`config.mk`:
```
export PLATFORM = sky130hd
export DESIGN_NAME = branch_target_buffer
export DESIGN_NICKNAME = d
export VERILOG_FILES = /design/src/rtl/branch_target_buffer.sv
export SDC_FILE = /design/constraint.sdc
export NUM_CORES = 2
export LEC_CHECK = 0
export BUFFER_PORTS_ARGS = -buffer_cell sky130_fd_sc_hd__buf_4
export CAP_MARGIN = 25
export CELL_PAD_IN_SITES_DETAIL_PLACEMENT = 1
export CELL_PAD_IN_SITES_GLOBAL_PLACEMENT = 2
export CORE_ASPECT_RATIO = 0.8
export CORE_UTILIZATION = 33
export CTS_CLUSTER_DIAMETER = 60
export DETAILED_ROUTE_END_ITERATION = 8
export PLACE_DENSITY = 0.63
export SLEW_MARGIN = 0
export SYNTH_ARGS = -nofsm -noshare
export SYNTH_HDL_FRONTEND = slang
export SYNTH_SLANG_ARGS = --single-unit
```
`constraint.sdc`:
```
create_clock -name clk -period 54.9 [get_ports clk]
set_input_delay 8.235 -clock clk [delete_from_list [all_inputs] [get_ports clk]]
set_output_delay 8.235 -clock clk [all_outputs]
set_load 0.05 [all_outputs]
```
`src/rtl/branch_target_buffer.sv`:
```
// ==========================================================================
// branch_target_buffer: direct-mapped BTB with saturating direction counters
// Rev 1.0
// ==========================================================================
`default_nettype none

module branch_target_buffer #(
  parameter int ADDR_W  = 32,
  parameter int ENTRIES = 16,
  parameter int CNT_W   = 2,
  parameter int PERF_W  = 32
) (
  input  logic              clk,
  input  logic              rst,
  input  logic              lk_en,
  input  logic [ADDR_W-1:0] lk_pc,
  output logic              lk_hit,
  output logic              lk_taken,
  output logic [ADDR_W-1:0] lk_target,
  input  logic              upd_valid,
  input  logic [ADDR_W-1:0] upd_pc,
  input  logic              upd_uncond,
  input  logic              upd_taken,
  input  logic [ADDR_W-1:0] upd_target,
  input  logic              upd_pred_taken,
  input  logic [ADDR_W-1:0] upd_pred_target,
  output logic              upd_mispredict,
  input  logic              clr,
  output logic [PERF_W-1:0] perf_hits,
  output logic [PERF_W-1:0] perf_mispred
);

  localparam int IDX_W = $clog2(ENTRIES);
  localparam int TAG_W = ADDR_W - IDX_W - 2;

  localparam logic [CNT_W-1:0]  CNT_MAX  = {CNT_W{1'b1}};
  localparam logic [CNT_W-1:0]  CNT_WT   = CNT_W'(2 ** (CNT_W - 1));
  localparam logic [CNT_W-1:0]  CNT_WNT  = CNT_W'(2 ** (CNT_W - 1) - 1);
  localparam logic [PERF_W-1:0] PERF_MAX = {PERF_W{1'b1}};

  logic [ENTRIES-1:0] valid;
  logic [TAG_W-1:0]   tag_mem    [ENTRIES];
  logic [ADDR_W-1:0]  target_mem [ENTRIES];
  logic [CNT_W-1:0]   cnt_mem    [ENTRIES];

  logic [IDX_W-1:0] lk_idx;
  logic [TAG_W-1:0] lk_tag;
  logic [IDX_W-1:0] upd_idx;
  logic [TAG_W-1:0] upd_tag;

  logic             upd_hit;
  logic             upd_we;
  logic             tgt_we;
  logic [CNT_W-1:0] cnt_cur;
  logic [CNT_W-1:0] cnt_nxt;

  // Instruction-alignment bits never take part in index or tag.
  logic unused_pc_bits;
  assign unused_pc_bits = ^{lk_pc[1:0], upd_pc[1:0]};

  assign lk_idx  = lk_pc[IDX_W+1:2];
  assign lk_tag  = lk_pc[ADDR_W-1:IDX_W+2];
  assign upd_idx = upd_pc[IDX_W+1:2];
  assign upd_tag = upd_pc[ADDR_W-1:IDX_W+2];

  // Lookup reads stored state only, so a same-cycle update is seen next cycle.
  assign lk_hit    = !rst && valid[lk_idx] && (tag_mem[lk_idx] == lk_tag);
  assign lk_taken  = lk_hit && cnt_mem[lk_idx][CNT_W-1];
  assign lk_target = lk_hit ? target_mem[lk_idx] : '0;

  assign upd_mispredict = !rst && upd_valid &&
                          ((upd_pred_taken != upd_taken) ||
                           (upd_taken && (upd_pred_target != upd_target)));

  always_comb begin
    upd_hit = valid[upd_idx] && (tag_mem[upd_idx] == upd_tag);
    upd_we  = upd_valid && !clr && (upd_hit || upd_taken || upd_uncond);
    tgt_we  = upd_taken || upd_uncond;
    cnt_cur = cnt_mem[upd_idx];
    if (upd_uncond) begin
      cnt_nxt = CNT_MAX;
    end else if (!upd_hit) begin
      cnt_nxt = CNT_WT;
    end else if (upd_taken) begin
      cnt_nxt = (cnt_cur == CNT_MAX) ? cnt_cur : cnt_cur + CNT_W'(1);
    end else begin
      cnt_nxt = (cnt_cur == '0) ? cnt_cur : cnt_cur - CNT_W'(1);
    end
  end

  always_ff @(posedge clk or posedge rst) begin
    if (rst) begin
      valid <= '0;
      for (int i = 0; i < ENTRIES; i++) begin
        tag_mem[i]    <= '0;
        target_mem[i] <= '0;
        cnt_mem[i]    <= CNT_WNT;
      end
    end else if (clr) begin
      valid <= '0;
    end else if (upd_we) begin
      valid[upd_idx]   <= 1'b1;
      tag_mem[upd_idx] <= upd_tag;
      cnt_mem[upd_idx] <= cnt_nxt;
      if (tgt_we) begin
        target_mem[upd_idx] <= upd_target;
      end
    end
  end

  // Counters survive clr; a dropped update still counts as a mispredict.
  always_ff @(posedge clk or posedge rst) begin
    if (rst) begin
      perf_hits    <= '0;
      perf_mispred <= '0;
    end else begin
      if (lk_en && lk_hit && (perf_hits != PERF_MAX)) begin
        perf_hits <= perf_hits + PERF_W'(1);
      end
      if (upd_mispredict && (perf_mispred != PERF_MAX)) begin
        perf_mispred <= perf_mispred + PERF_W'(1);
      end
    end
  end

endmodule

`default_nettype wire
```
# [After elaboration in Yosys (flattened, before gate mapping)]
# Cells that the tools add are included.
[totals] ff_bits=1040 input_bits=136
[classes] add_sub_neg=4 magnitude_cmp=6 n_eq_ne=7 n_mux=38 n_bitwise=4 n_reduce_logical=24
[ops] operator="bitwise mux 512 bit" n=1
[ops] operator="bitwise mux 416 bit" n=1
[ops] operator="binary-select mux 26 bit (select 4 bit)" n=2
[ops] operator="2-to-1 mux 26 bit" n=5
[ops] operator="binary-select mux 32 bit (select 4 bit)" n=1
[ops] operator="demux 32 bit (select 4 bit)" n=1
[ops] operator="2-to-1 mux 32 bit" n=4
[ops] operator="demux 26 bit (select 4 bit)" n=1
[ops] operator="adder 32 x 1 -> 32 bit (second input constant)" n=2
[ops] operator="inequality test 32 bit (second input constant)" n=2
[ops] operator="equality test 26 bit" n=2
[ops] operator="bitwise mux 32 bit" n=1
[ops] operator="2-to-1 mux 16 bit" n=2
[ops] operator="inequality test 32 bit" n=1
[ops] operator="2-to-1 mux 2 bit" n=10
[ops] operator="binary-select mux 2 bit (select 4 bit)" n=2
[ops] operator="OR 16 bit" n=1
[ops] operator="logical AND 1 bit" n=14
[ops] operator="greater-or-equal comparator 5 bit (second input constant)" n=2
[ops] operator="less-than comparator 4 x 5 -> 1 bit (second input constant)" n=2
[ops] operator="inverter 4 -> 5 bit" n=2
[ops] operator="binary-select mux 1 bit (select 4 bit)" n=2
[ops] operator="demux 2 bit (select 4 bit)" n=1
[ops] operator="less-than comparator 5 x 1 -> 1 bit (second input constant)" n=1
[ops] operator="14 further kinds" n=20

# [Depth between registers and ports, before layout]
[logic_depth] depth_word=11 ltp_mapped=16

# [Worst setup path before layout]
# No wires, ideal clock.
[synth_path] path_type="in2out" startpoint="input port rst" endpoint="output port upd_mispredict" arrival_ps=31656 path_slack_ps=15009 path_stages=4 path_buffers=0 cell_sequence="inv_1 > o211ai_1 > a21o_1 > inv_1"
[synth_between] elab_chain_cells=3
[synth_rtl] item="start, declared" line="14" text="input logic rst,"
[synth_rtl] item="logical NOT 1 bit (no line)"
[synth_rtl] item="logical AND 1 bit (2 in a row)" line="71" text="assign upd_mispredict = !rst && upd_valid &&"
[synth_rtl] item="end, declared" line="27" text="output logic upd_mispredict,"
# Every way passes these cells.

# [Worst setup path after layout]
[layout_path] startpoint="input port lk_pc[5]" endpoint="output port lk_target[10]"
[layout_between] elab_chain_cells=7
[layout_rtl] item="start, declared" line="16" text="input logic [ADDR_W-1:0] lk_pc,"
[layout_rtl] item="inverter 4 -> 5 bit (implied by the code)" line="67, 69"
[layout_rtl] item="binary-select mux 26 bit (select 4 bit)" line="67" text="assign lk_hit = !rst && valid[lk_idx] && (tag_mem[lk_idx] == lk_tag);"
[layout_rtl] item="2-to-1 mux 26 bit (implied by the code) (2 in a row)" line="67"
[layout_rtl] item="equality test 26 bit" line="67"
[layout_rtl] item="logical AND 1 bit" line="67"
[layout_rtl] item="2-to-1 mux 32 bit (*)" line="69" text="assign lk_target = lk_hit ? target_mem[lk_idx] : '0;"
[layout_rtl] item="end, declared" line="19" text="output logic [ADDR_W-1:0] lk_target,"
# Every way passes the cells marked *; elsewhere a longest branch is shown, timed or not. The select of a mux whose other input is x is not followed.

==> impl_metrics.toml <==
[run_status]
status = "finished clean"

[global_routing]
first_global_vias = 34000
grt-ovfl-total = 0
grt_max_degree = 147
antenna_found_initial = 12
track_usage_pct = 20.9
grt_pass1_wl_um = 250000

[sta]
finalSetupViolations = 0
tightest_slew_ns = 1.10
finalWorstSetupSlack_ns = 33.65
final_max_slew_viol_count = 0
hold_violations = 0
finalClockSkew_ns = 0.0589
rsz0062_at_grt = "no"
setup_tns_ns = 0
period_share_pct = 38.7
period_needed_ns = 21.25
holdWs_ns = 0.492
max_freq_ghz = 0.0471
max-slew-margin-rel_pct = 26.2

[detailed_routing]
num_vias = 31900
drt_iter0_markers = 2365
drtAntennaViolNets = 0
routedWlPerCell_um = 28.6
wl_um = 168000
drtPass1Iterations = 7
vias_per_cell = 5.43
drc = 0

[worst_setup_path]
critPathRequiredTime_ns = 46.67
endpoint_kind = "primary output"
worstPathMaxFanout = 37
startpoint_type = "input pin"
crit_arrival_ns = 13.01
crit_type = "input pin to primary output"

[logic_synthesis]
synthCells = 3540
synthesis.nets = 3678
syn_avg_cell_area_um2 = 14.9
syn_area_um2 = 52700
synth-edff-count = 0
yosysSeqAreaShare_pct = 49.4
ys.flop_type = "dfrtp_1"
ys_async_sr_fraction_pct = 100
synthDistinctLibCells = 78
ys.warnings.count = 0
ys_ff_latch = 1040

[placed_design]
dp_hpwl_um = 97200
gp_congestion = 0.777
dp_cells = 5639
port_buffers = 230
dp_slack_ns = 33.54

[floorplan]
fp.dieH_um = 359
core_um2 = 158000
die_w_um = 449
start_util_pct = 33.4
rows = 130
ios = 235
dieArea_um2 = 161000

[pwr]
leakage_uw = 0.0267
power_switching_uw = 594
power_frac_comb_pct = 17.9
p_sw_share_pct = 27.4
seqPwrFrac_pct = 44.9
ir_worst_vdd_uv = 25.0
p_per_area_nw_per_um2 = 35.8
p_int_uw = 1580
power.share.clock_pct = 37.2

[clock_tree]
cts_buffers = 117
cts_tree = "built"
cts.clk_slew.worst_paths_ns = 0.05
cts_sinks = 1040
htree_num_levels = 3
cts_root_buffer = "clkbuf_16"
insertion_delay_ns = 0.77
holdBufCountCts = 0
cts_resized = 0
max-clock-path-buffers = 3
post_cts.repair.setup_buffers = 0

[layout]
stdcell_count = 5872
final_nets = 3790
area_growth_syn_to_layout_pct = 14.9
layout-drive-gt1-share_pct = 50.0
utilization_pct = 38.4

[flow_run]
cap_violations = 0

[hold_path]
min_path_type = "flip-flop to flip-flop"
==> cells in the final DEF, fill, tap and decap left out, types with 7 or more instances in the layout <==
cell          n
dfrtp_1    1024
mux2_2      903
mux4_2      349
buf_4       294
mux2i_1     130
clkbuf_16   117
xnor2_1      89
mux2_4       64
nor2_1       60
xor2_1       52
nand2_1      51
nor2b_1      43
inv_1        43
nand4_1      33
a21oi_1      33
clkbuf_8     29
clkbuf_1     28
o21ai_0      25
nand3_1      25
a22oi_1      24
clkinv_2     24
nor3_1       21
o22ai_1      20
nor2_4       17
and3_1       16
nor4_1       16
a31oi_4      16
dfstp_2      16
nand2b_1     14
a22o_1       10
a211oi_1      8
mux2_1        8
and2_1        7
and4_1        7
==> synth_stat cells (all sizes together), types with 14 or more instances <==
master | count | area share (%)
and3 | 16 | 0.19
xnor2 | 89 | 1.5
mux4 | 349 | 15
nor2 | 78 | 0.57
o21ai | 27 | 0.26
nand3 | 25 | 0.24
nand2 | 51 | 0.36
nand2b | 14 | 0.17
nand4 | 33 | 0.39
nor4 | 16 | 0.19
mux2 | 975 | 21
a21oi | 33 | 0.31
a22oi | 24 | 0.34
nor2b | 44 | 0.52
mux2i | 130 | 2.5
a31oi | 20 | 0.33
dfrtp | 1024 | 49
buf | 136 | 1.7
inv | 45 | 0.32
nor3 | 22 | 0.21
o22ai | 20 | 0.24
clkbuf | 179 | 1.3
dfstp | 16 | 0.80
xor2 | 52 | 0.86
==> layer usage <==
metal  global-route usage [%]  routed length (um)  up-vias
met2                     32.2               77400      641
met4                     5.23                4100        2
met5                        0                   9        -
met3                     3.36                6840      217
met1                     30.5               79400    17500
li1                         -                   -    13500
==> flip-flops by register name (all words and copies together), names as in the netlist <==
register / flops
cnt_mem: 32
perf_hits: 32
perf_mispred: 32
tag_mem: 416
target_mem: 512
valid: 16
==> final timing paths <==
path	from	to	slack [ns]	cells after the start
max	lk_pc[5]	lk_target[10]	33.65	12
max reg2reg	tag_mem[122]$_DFFE_PP0P_	tag_mem[26]$_DFFE_PP0P_	50.71	10
min in group asynchronous	rst	tag_mem[275]$_DFFE_PP0P_	7.56	2
min	perf_hits[30]$_DFFE_PP0P_	perf_hits[30]$_DFFE_PP0P_	0.49	1
min reg2reg	perf_hits[30]$_DFFE_PP0P_	perf_hits[30]$_DFFE_PP0P_	0.49	1
max in group asynchronous	rst	tag_mem[315]$_DFFE_PP0P_	44.56	6
==> cell type report <==
cell class / instances / area (um^2)
multi-input cells: 2138 / 25200
flip-flops and latches: 1040 / 26000
clock buffers: 173 / 3420
diodes: 6 / 15.0
well taps: 2112 / 2640
inverters: 47 / 184
fillers: 16000 / 97200
clock inverters: 48 / 520
repair buffers: 308 / 2470
==> power groups by stage <==
stage	clock network, uW	registers, uW	logic, uW
2_1_floorplan	0	968	288
3_3_place_gp	0	981	382
3_5_place_dp	0	985	390
4_1_cts	830	972	391
5_1_grt	859	992	417
6_report	807	974	388
==> cells by family after synthesis <==
logic type / share of synthesized area [%]
XOR/XNOR: 2.34
buffers and inverters: 3.27
flip-flops: 49.4
AO/OA/AOI/OAI: 2.66
multiplexers: 38.7
AND/OR/NAND/NOR: 3.54
adder cells (fa/ha/maj): 0.0665
==> stage by stage <==
step / power, uW / area, um^2
after floorplan: 1260 / 52700
after global placement: 1360 / 56400
after detailed placement: 1370 / 56500
after CTS: 2190 / 60400
after global routing: 2270 / 60500
final: 2170 / 60500
==> critical path, stage by stage <==
cell	delay [ns]
buf_6	0.32
buf_4	0.58
buf_4	0.76
nor2_1	0.48
a221oi_1	0.44
a21oi_1	0.15
xnor2_1	0.58
and4b_1	0.32
nand3b_1	0.09
buf_4	0.51
nor2b_1	0.12
buf_4	0.22
No activity file was read; power rests on OpenSTA's default activity.
